--- src/rtl/dac_sample_feeder.sv ---
`default_nettype none
// ============================================================================
//  Module      : dac_sample_feeder
//  Description : Paces 16-bit samples into the DAC8811 serialiser. Buffers
//                producer samples in a small FIFO and presents exactly one
//                sample per DAC frame on a registered, stable output. Also
//                reports the FIFO level and a sticky underflow flag.
//  Revision    : 1.0  initial release
// ============================================================================
module dac_sample_feeder #(
  parameter  int DEPTH        = 16,
  parameter  int FRAME_CYCLES = 41,
  localparam int AW           = $clog2(DEPTH)
) (
  input  logic          clk,
  input  logic          nrst,
  input  logic          enable,
  input  logic [15:0]   wr_data,
  input  logic          wr_valid,
  output logic          wr_ready,
  output logic [15:0]   dac_data,
  output logic          sample_tick,
  output logic [AW:0]   level,
  output logic          underflow,
  input  logic          underflow_clr
);

  // Frame counter width; FRAME_CYCLES is at least 2, so this is at least 1.
  localparam int            FW           = $clog2(FRAME_CYCLES);
  localparam logic [FW-1:0] C_FRAME_LAST = FW'(FRAME_CYCLES - 1);
  localparam logic [AW:0]   C_FULL_LEVEL = (AW + 1)'(DEPTH);

  // Sample storage carries no reset; only pointers and the level define
  // which entries are meaningful.
  logic [15:0]   r_mem [DEPTH];
  logic [AW-1:0] r_wr_ptr;
  logic [AW-1:0] r_rd_ptr;
  logic [FW-1:0] r_fcnt;

  logic w_full;
  logic w_empty;
  logic w_wr_en;
  logic w_boundary;
  logic w_pop;

  // Full/empty are judged on the level at the start of the cycle, so a
  // same-cycle pop never opens room for a write and a same-cycle write never
  // feeds a pop.
  assign w_full     = (level == C_FULL_LEVEL);
  assign w_empty    = (level == '0);
  assign wr_ready   = nrst && !w_full;
  assign w_wr_en    = wr_valid && wr_ready;
  assign w_boundary = enable && (r_fcnt == C_FRAME_LAST);
  assign w_pop      = w_boundary && !w_empty;

  // Store accepted words; no reset so the array maps onto plain RAM.
  always_ff @(posedge clk) begin
    if (w_wr_en) begin
      r_mem[r_wr_ptr] <= wr_data;
    end
  end

  // Write and read pointers; DEPTH is a power of two so they wrap naturally.
  always_ff @(posedge clk) begin
    if (!nrst) begin
      r_wr_ptr <= '0;
      r_rd_ptr <= '0;
    end else begin
      if (w_wr_en) begin
        r_wr_ptr <= r_wr_ptr + 1'b1;
      end
      if (w_pop) begin
        r_rd_ptr <= r_rd_ptr + 1'b1;
      end
    end
  end

  // Occupancy: write-only raises, pop-only lowers, both or neither holds.
  always_ff @(posedge clk) begin
    if (!nrst) begin
      level <= '0;
    end else begin
      case ({w_wr_en, w_pop})
        2'b10:   level <= level + 1'b1;
        2'b01:   level <= level - 1'b1;
        default: level <= level;
      endcase
    end
  end

  // Frame counter runs only while enabled; dropping enable restarts the frame
  // so the first boundary after re-enable is a full frame away.
  always_ff @(posedge clk) begin
    if (!nrst) begin
      r_fcnt <= '0;
    end else if (!enable) begin
      r_fcnt <= '0;
    end else if (r_fcnt == C_FRAME_LAST) begin
      r_fcnt <= '0;
    end else begin
      r_fcnt <= r_fcnt + 1'b1;
    end
  end

  // Output sample register and its one-cycle "new value" marker.
  always_ff @(posedge clk) begin
    if (!nrst) begin
      dac_data    <= 16'h0000;
      sample_tick <= 1'b0;
    end else begin
      sample_tick <= w_pop;
      if (w_pop) begin
        dac_data <= r_mem[r_rd_ptr];
      end
    end
  end

  // Sticky underflow: an empty FIFO at a frame boundary sets it, and a set
  // event beats a coincident clear.
  always_ff @(posedge clk) begin
    if (!nrst) begin
      underflow <= 1'b0;
    end else if (w_boundary && w_empty) begin
      underflow <= 1'b1;
    end else if (underflow_clr) begin
      underflow <= 1'b0;
    end
  end

endmodule
`default_nettype wire

--- config.mk ---
export PLATFORM = sky130hd
export DESIGN_NAME = dac_sample_feeder
export DESIGN_NICKNAME = d
export VERILOG_FILES = /design/src/rtl/dac_sample_feeder.sv
export SDC_FILE = /design/constraint.sdc
export NUM_CORES = 1
export LEC_CHECK = 0
export BUFFER_PORTS_ARGS = -buffer_cell sky130_fd_sc_hd__buf_2
export CORE_UTILIZATION = 60
export CTS_CLUSTER_DIAMETER = 50
export CTS_CLUSTER_SIZE = 40
export DETAILED_ROUTE_END_ITERATION = 7
export PLACE_DENSITY = 0.8
export SLEW_MARGIN = 20
export SYNTH_ARGS = -nofsm -noshare
export SYNTH_HDL_FRONTEND = slang
export SYNTH_SLANG_ARGS = --single-unit
--- constraint.sdc ---
create_clock -name clk -period 5.8 [get_ports clk]
set_input_delay 0.29 -clock clk [delete_from_list [all_inputs] [get_ports clk]]
set_output_delay 0.29 -clock clk [all_outputs]
set_load 0.01 [all_outputs]
======== Word level (Yosys, flattened, before mapping) ========
Memories as Yosys holds them, arrays and structs flattened. A register that Yosys moved wholly into a read port is not among the register bits.
Index checks and enable logic that the tools add are counted.
storage, ports and cells
  register bits ........................... 21
  memory bits (writable) .................. 256
  word-level logic and storage cells ...... 35
  memories kept ........................... 1
memory list
  name   words  bits a word  rd ports  clocked after memory_dff  write ports  RTL line  source
  r_mem  16     16           1         1                         1            35        logic [15:0] r_mem [DEPTH];
cells by class
  add/subtract/negate cells ............... 5
  equality and inequality tests ........... 4
  mux-type cells .......................... 5
  bitwise gates (word level) .............. 2
  reduce and logical (&&, ||, !) cells .... 12
operators by type and width
  kind                                                                    count
  5-bit one-hot mux with 2 select lines                                   1
  4-bit by 1-bit adder with 4-bit output (second input constant)          2
  6-bit by 1-bit adder with 6-bit output (second input constant)          1
  6-bit equality test (second input constant)                             1
  5-bit by 1-bit adder with 5-bit output (second input constant)          1
  5-bit equality test (second input constant)                             1
  1-bit logical AND                                                       5
  5-bit zero test                                                         1
  5-bit by 1-bit subtractor with 5-bit output (second input constant)     1
  1-bit 2-to-1 mux                                                        4
  2-bit nonzero test                                                      2
  1-bit zero test                                                         3
  3-bit OR reduction                                                      1
  2-bit by 1-bit equality test with 1-bit output (second input constant)  1
  2-bit equality test (second input constant)                             1
  1-bit inverter                                                          2

======== Longest topological paths before layout ========
Gate-level depths: netlist of the first run.
  word-level depth ........................ 6
  gate-level depth with buffers ........... 14
  depth with buffers taken out ............ 11

======== Worst setup path after synthesis of the first run ========
Ideal clock, no wire load.
  path type ............................... flip-flop to flip-flop
  from .................................... register r_fcnt[0]
  to ...................................... register level[2]
  setup time .............................. 71 ps
  data arrival time ....................... 2686 ps
  data required time ...................... 5729 ps
  setup slack ............................. 3043 ps
  cell stages (with the launch flop) ...... 15
  buffers on the path ..................... 3
  clock period less this slack ............ 2757 ps
  cells stage by stage .................... dfxtp_1 inv_1 ha_1 nand4b_2 a2111oi_4 buf_6 buf_6 ha_1 clkbuf_1 xor2_1 ha_1 a21oi_1 xor2_1 or3_1 a21oi_1
between the ends
  cells in the longest elaborated chain, start to end .. 5
ends and longest elaborated chain
  item                                                                                   RTL line  source
  start, declared                                                                        38        logic [FW-1:0] r_fcnt;
  start signal, assigned                                                                 101       r_fcnt <= r_fcnt + 1'b1;
  6-bit equality test (*)                                                                53        assign w_boundary = enable && (r_fcnt == C_FRAME_LAST);
  1-bit logical AND (*)                                                                  53
  1-bit logical AND (*)                                                                  54        assign w_pop = w_boundary && !w_empty;
  named net w_pop                                                                        44        logic w_pop;
  2-bit by 1-bit equality test with 1-bit output or 2-bit equality test (tied branches)  83        case ({w_wr_en, w_pop})
  5-bit one-hot mux with 2 select lines or 2-bit nonzero test (tied branches)            --
  end signal, assigned                                                                   84        2'b10: level <= level + 1'b1;
  end signal, assigned                                                                   85        2'b01: level <= level - 1'b1;
  end signal, assigned                                                                   86        default: level <= level;
  end, declared                                                                          23        output logic [AW:0] level,
Mark *: on every way through the listed nets, which the timed path passes. The rest lies on a longest branch.
A chain may end at the register's enable or synchronous reset.

======== Worst setup path after layout of the first run ========
  from .................................... register level[1]
  to ...................................... register level[4]
between the ends
  cells in the longest elaborated chain, start to end .. 6
ends and longest elaborated chain
  item                                                                                   RTL line  source
  5-bit equality test                                                                    49        assign w_full = (level == C_FULL_LEVEL);
  1-bit zero test                                                                        51        assign wr_ready = nrst && !w_full;
  1-bit logical AND                                                                      51
  1-bit logical AND                                                                      52        assign w_wr_en = wr_valid && wr_ready;
  2-bit by 1-bit equality test with 1-bit output or 2-bit equality test (tied branches)  83
  5-bit one-hot mux with 2 select lines or 2-bit nonzero test (tied branches)            --
Parallel ways exist; a longest one is shown, timed or not.

==> run summary, run 1 <==
Vias in the first global route: 6,273
Gr busiest metal: met2
Clock tree sinks: 293
Core ar.: 18,800 um^2
Inst Count DP: 914
Chip Height: 141 um
Mapped Nets: 690
Nets: 737
Seq cells post-synth: 293
Pre-CTS WS: 2610 ps
Synth cell count leaders: 256 x edfxtp_1, 70 x mux2i_1, 37 x dfxtp_1, 33 x o22ai_1, 32 x mux4_2
Setup-failing EPs final: 0
Unique masters post-synth: 48
Slew @ Worst Pin: 1100 ps
Hold_sp: underflow_clr
Worst Reg-to-Reg Cells: 10
GP Congestion: 0.855
Avg Cell Area, Syn: 17.5 um^2
CTS Buffer Depth: 3
Max-cap violations: 0
Hold Fails Final Rpt: 0
HP Class: in2reg
WP data required: 6200 ps
Remaining DRCs: 0
Hpwl dp: 14,300 um
Top-Level Pins: 45
Synthesis Warnings: 0
Status: finished clean
Slowest CP cell: dfxtp_1
GR Layer Usage met2: 42.0%
Final WL: 24,000 um
Met3 Use GR: 3.69%
Setup TNS: 0 ps
Slew headroom: 26.5%
Vias after detailed routing: 6,119
Post-CTS Hold Buffers: 0
Wire per inst: 25.2 um
Die width: 141 um
Clk root buf: clkbuf_16
Pin count of the biggest net entering global routing: 45
TritonCTS Buffers: 23
GRT met1 Usage: 33.8%
Total Routing Usage GR: 25.4%
Share of cells above drive strength 1: 20.9%
Ys flop type: edfxtp_1
Routed Antenna Nets: 0
Minimum clock period: 3150 ps
Clk_lat worst skew: 520 ps
Drt initial violations: 571
Worst setup margin: 2650 ps
RR Startpoint: level[1]$_SDFFE_PN0P_
Worst Path Max Fanout: 39
R2r setup slk: 2650 ps
Worst hold stages: 3
Startpoint types: register
Diodes inserted: 0
Max Slew Vio Count: 0
Initial antenna violation count: 0
Max VDD drop: 0.000304 V
Initial Utilization: 61.3%
Setup Buffers After CTS: 0
Synth top area cells: edfxtp_1 67%, dfxtp_1 6.4%, mux4_2 6.3%
First-pass GRT wire length: 36,400 um
Fill cells: 1,196
Cells after synthesis: 658
Yosys top cell by area: edfxtp_1
Crit. End Element: register
Max stage delay on crit path: 560 ps
Port buffer count: 44
Post-Syn Area: 11,500 um^2
CTS H-tree lvls: 1
Critical path class: reg2reg
Clock Skew: 18.7 ps
Crit path DAT: 3550 ps
WHS Endpoint: underflow$_SDFFE_PN0P_
Async set or reset register ratio after synthesis: 0%
CP Cell Sequence: nor4_4 > a2111oi_4 > buf_4 > ha_1 > xor2_1 > ha_1 > a211o_1 > a21oi_1 > a211o_1 > nand4_1
Area Growth Syn to Fin: 10.1%
Leak Pwr: 4.05 nW
Power per Cell Area: 314 nW/um^2
Post-synthesis sequential area ratio: 73.2%
F_max: 0.318 GHz
Die area: 19,700 um^2
DR pass1 iterations: 5
Tcrit/Tclk final: 54.3%
Yosys top cell area share: 66.8%
Rows: 50
Gr ovfl total: 0
Resize count post-CTS: 0
RR Endpoint: level[4]$_SDFFE_PN0P_
CTS tree: yes
Cell with the most instances after synthesis: edfxtp_1
DR vias/cell: 6.42
Number of enable flip-flop cells after synthesis: 256
Unrepaired setup endpoints after global routing: false
Fin cells: 953
Clock slew at reported path FFs: 80 ps
Final Util: 67.5%
per-stage QoR:
step | instance area, um^2 | total power, W | hold WS (ps)
floorplan | 11500 | 0.00240 | 389
global placement | 11900 | 0.00245 | 439
detailed placement | 11900 | 0.00245 | 468
CTS | 12700 | 0.00400 | 22.4
global route | 12700 | 0.00407 | 49.1
finish | 12700 | 0.00398 | 36.8
sequential cells by signal (all words and copies together), names as in the netlist:
name and cells:
sample_tick 1, r_wr_ptr 4, r_mem 256, dac_data 16, r_fcnt 6, level 5, underflow 1, r_rd_ptr 4
how the worst max path moves through the flow:
stage,start,to,slack (ps),cells after the start
finish,level[1]$_SDFFE_PN0P_,level[4]$_SDFFE_PN0P_,2650,10
global route,level[1]$_SDFFE_PN0P_,level[2]$_SDFFE_PN0P_,2500,10
CTS,level[1]$_SDFFE_PN0P_,level[2]$_SDFFE_PN0P_,2730,10
detailed placement,nrst,level[4]$_SDFFE_PN0P_,2610,11
global placement,nrst,level[4]$_SDFFE_PN0P_,2750,11
floorplan,r_fcnt[0]$_SDFF_PP0_,level[2]$_SDFFE_PN0P_,3040,14
area by class of cell:
| class | instances | area, um^2 | area share [%] |
|---|---|---|---|
| Clock buffer | 24 | 579 | 4.57 |
| Tap cell | 234 | 293 | 2.31 |
| Inverter | 11 | 41.3 | 0.326 |
| Clock inverter | 15 | 175 | 1.38 |
| Multi-Input combinational cell | 312 | 2790 | 22.0 |
| Timing Repair Buffer | 64 | 370 | 2.92 |
| Sequential cell | 293 | 8430 | 66.5 |
worst max-delay path: cells and delay by family (launching register included):
kind                     cells  cell delay (ps)
XOR/XNOR                     1              120
AND/OR/NAND/NOR              2              230
buffers and inverters        1              430
adder cells (fa/ha/maj)      2              670
AO/OA/AOI/OAI                4             1010
flip-flops                   1              560
cells by family (layout without fill, tap and decap cells):
kind of cell             count (synthesis)  after routing  synth area share [%]
AO/OA/AOI/OAI                           98             98                  5.75
XOR/XNOR                                 9              9                 0.750
adder cells (fa/ha/maj)                 11             11                  1.20
buffers and inverters                   53            114                  2.80
flip-flops                             293            293                  73.2
multiplexers                           102            102                  12.3
AND/OR/NAND/NOR                         92             92                  3.93
report_power, final:
group          leakage [nW]  internal [W]  switching (W)
Sequential             2.61       0.00230     0.00000942
Clock                 0.367      0.000809       0.000762
Combinational          1.08     0.0000258      0.0000682
Total                  4.05       0.00314       0.000840
placed cells by master (no fill, tap or decap), types with 20 or more instances in the layout:
cell type	Yosys	final
dfxtp_1	37	35
mux2i_1	70	70
nand2_1	29	29
clkbuf_16	0	23
edfxtp_1	256	256
o22ai_1	33	33
mux4_2	32	32
buf_2	16	44
buf_4	3	20
nor2_1	26	26
per-layer routing:
layer | vias to the layer above | wire length (um)
met5 | - | 0
met4 | 0 | 1140
met3 | 75 | 1710
met2 | 294 | 11800
met1 | 3050 | 9330
li1 | 2700 | -
(Power assumes the default switching activity.)
==> run 2: changes to the inputs <==
==> constraint.sdc (replaced) <==
create_clock -name clk -period 3 [get_ports clk]
set_input_delay 0.15 -clock clk [delete_from_list [all_inputs] [get_ports clk]]
set_output_delay 0.15 -clock clk [all_outputs]
set_load 0.01 [all_outputs]
==> run 2 against run 1 <==
  * Critical path depth is 1 lower
  * Non-clock buffer count is 25 higher
  * Clock skew is 5.8 ps lower
  * Register-to-register slack worse by 2400 ps
  * Worst setup slack worse by 2400 ps
  * Final cell count is 2.3% higher
  * Sequential power is 94% higher
  * Global-route usage is 0.72 points lower
  * Clock power is 92% higher
  * Flip-flop and latch count stayed put
  * Routed wire length is 0.74% lower
  * Power is 93% higher
  * Critical endpoint is now level[2]$_SDFFE_PN0P_
  * Largest cell class unchanged
  * Highest routed layer unchanged
==> run summary, run 2 (synthesis gave the netlist of run 1 again) <==
Core ar.: 18,800 um^2
Kind of cell adding the most delay to the critical path: adder cells
Commonest cells after routing, fill and taps aside: 256 x edfxtp_1, 70 x mux2i_1, 44 x buf_2, 39 x buf_4, 35 x dfxtp_1
Levels on crit path: 9
Max stage delay on crit path: 570 ps
CTS Buffer Depth: 3
Power per Cell Area: 594 nW/um^2
Rows: 50
Initial antenna violation count: 0
Hpwl dp: 14,200 um
Slowest CP cell: dfxtp_1
Max Slew Vio Count: 0
Top flop regs: r_mem x256, dac_data x16, r_fcnt x6
Clock tree sinks: 293
Post-CTS Hold Buffers: 4
Slew headroom: 42.0%
Worst Path Max Fanout: 9
Final Util: 68.7%
WP data required: 3440 ps
Initial Utilization: 61.3%
Routed Antenna Nets: 0
Worst setup margin: 215 ps
Setup Buffers After CTS: 0
Max-cap violations: 0
Slew @ Worst Pin: 870 ps
HP Class: in2reg
Tcrit/Tclk final: 92.8%
GP Congestion: 0.837
Bufs and invs on worst path: 0
Crit. End Element: register
F_max: 0.359 GHz
Clk_lat worst skew: 510 ps
Top-Level Pins: 45
Setup TNS: 0 ps
Hold Fails Final Rpt: 0
Final WL: 23,800 um
Worst Reg-to-Reg Cells: 9
Commonest non-fill, non-tap cell in the layout: edfxtp_1
Startpoint types: register
Unrepaired setup endpoints after global routing: false
Die width: 141 um
Leak Pwr: 4.18 nW
RR Endpoint: level[2]$_SDFFE_PN0P_
Largest Register: r_mem
Share of cells above drive strength 1: 22.4%
CTS H-tree lvls: 1
DR pass1 iterations: 5
Diodes inserted: 0
Remaining DRCs: 0
First-pass GRT wire length: 36,100 um
Worst hold stages: 1
Crit path DAT: 3220 ps
Clock Skew: 12.9 ps
Clk root buf: clkbuf_16
Nets: 759
Resize count post-CTS: 0
DR vias/cell: 6.47
Total Routing Usage GR: 24.7%
Die area: 19,700 um^2
CP Cell Sequence: nor4_4 > a2111oi_4 > ha_1 > xor2_1 > ha_1 > a21oi_1 > xor2_1 > or3_1 > a21oi_1
Critical path class: reg2reg
Hold Slack: 10.2 ps
CTS tree: yes
Vias in the first global route: 6,234
Hold_sp: wr_data[13]
TritonCTS Buffers: 20
Setup-failing EPs final: 0
R2r setup slk: 220 ps
Area Growth Syn to Fin: 12.0%
Wire per inst: 24.4 um
Max reg flops: 256
Minimum clock period: 2780 ps
WHS Endpoint: r_mem[15][13]$_DFFE_PP_
RR Startpoint: level[1]$_SDFFE_PN0P_
Gr ovfl total: 0
Clock slew at reported path FFs: 90 ps
Pin count of the biggest net entering global routing: 38
Max VDD drop: 0.000697 V
Vias after detailed routing: 6,305
Chip Height: 141 um
Pre-CTS WS: 215 ps
Port buffer count: 44
Status: finished clean
Design Power: 0.00766 W
Drt initial violations: 786
[run 2: cell count changes in the layout (fill, tap and decap cells not counted), moves of 2 or more]
cell,previous run,this run
buf_4,20,39
dlygate4sd3_1,0,4
clkinv_8,2,5
inv_6,5,2
buf_12,0,2
clkbuf_16,23,21
inv_8,2,0
nor2b_1,0,2
nor2b_2,2,0
[run 2: layout make-up]
class                      count  area, um^2
multi-input combinational    312        2780
clock inverter                13         208
clock buffer                  23         543
inverter                      11        41.3
fill                        1164        5880
tap                          234         293
timing repair buffer          89         593
sequential                   293        8430
[run 2: report_power, final]
group / leakage (nW) / internal, W / switching, W / total [W]
clock: 0.358 / 0.00156 / 0.00144 / 0.00301
combinational: 1.21 / 0.0000557 / 0.000127 / 0.000183
sequential: 2.61 / 0.00445 / 0.0000179 / 0.00447
total: 4.18 / 0.00607 / 0.00159 / 0.00766
[run 2: worst reg2reg max path, cell delays in order (launching register included)]
cell and delay (ps):
dfxtp_1 570, nor4_4 140, a2111oi_4 440, ha_1 450, xor2_1 180, ha_1 220
a21oi_1 70, xor2_1 180, or3_1 330, a21oi_1 140
[run 2: worst max path at each step]
stage	from	end	slack (ps)
after global placement	r_fcnt[0]$_SDFF_PP0_	level[2]$_SDFFE_PN0P_	470
after global routing	r_fcnt[0]$_SDFF_PP0_	level[4]$_SDFFE_PN0P_	10
final	level[1]$_SDFFE_PN0P_	level[2]$_SDFFE_PN0P_	220
after CTS	r_fcnt[0]$_SDFF_PP0_	level[2]$_SDFFE_PN0P_	220
after detailed placement	r_fcnt[0]$_SDFF_PP0_	level[2]$_SDFFE_PN0P_	210
after floorplan	r_fcnt[0]$_SDFF_PP0_	level[2]$_SDFFE_PN0P_	240
[run 2: per-layer routing]
metal | share of wire (%) | GRT usage, % | vias to the layer above | wire (um)
met1 | 40 | 33.5 | 3169 | 9450
met4 | 2.8 | 7.55 | 0 | 664
met2 | 50 | 41.8 | 343 | 12000
li1 | - | - | 2735 | -
met3 | 7.0 | 3.59 | 58 | 1670
met5 | 0 | 0 | - | 0
[run 2: metrics by stage]
step                      cell area, um^2  cells
after floorplan                     11500    658
after global placement              12100    935
after detailed placement            12100    935
after CTS                           12900    975
after global routing                12900    975
final                               12900    975
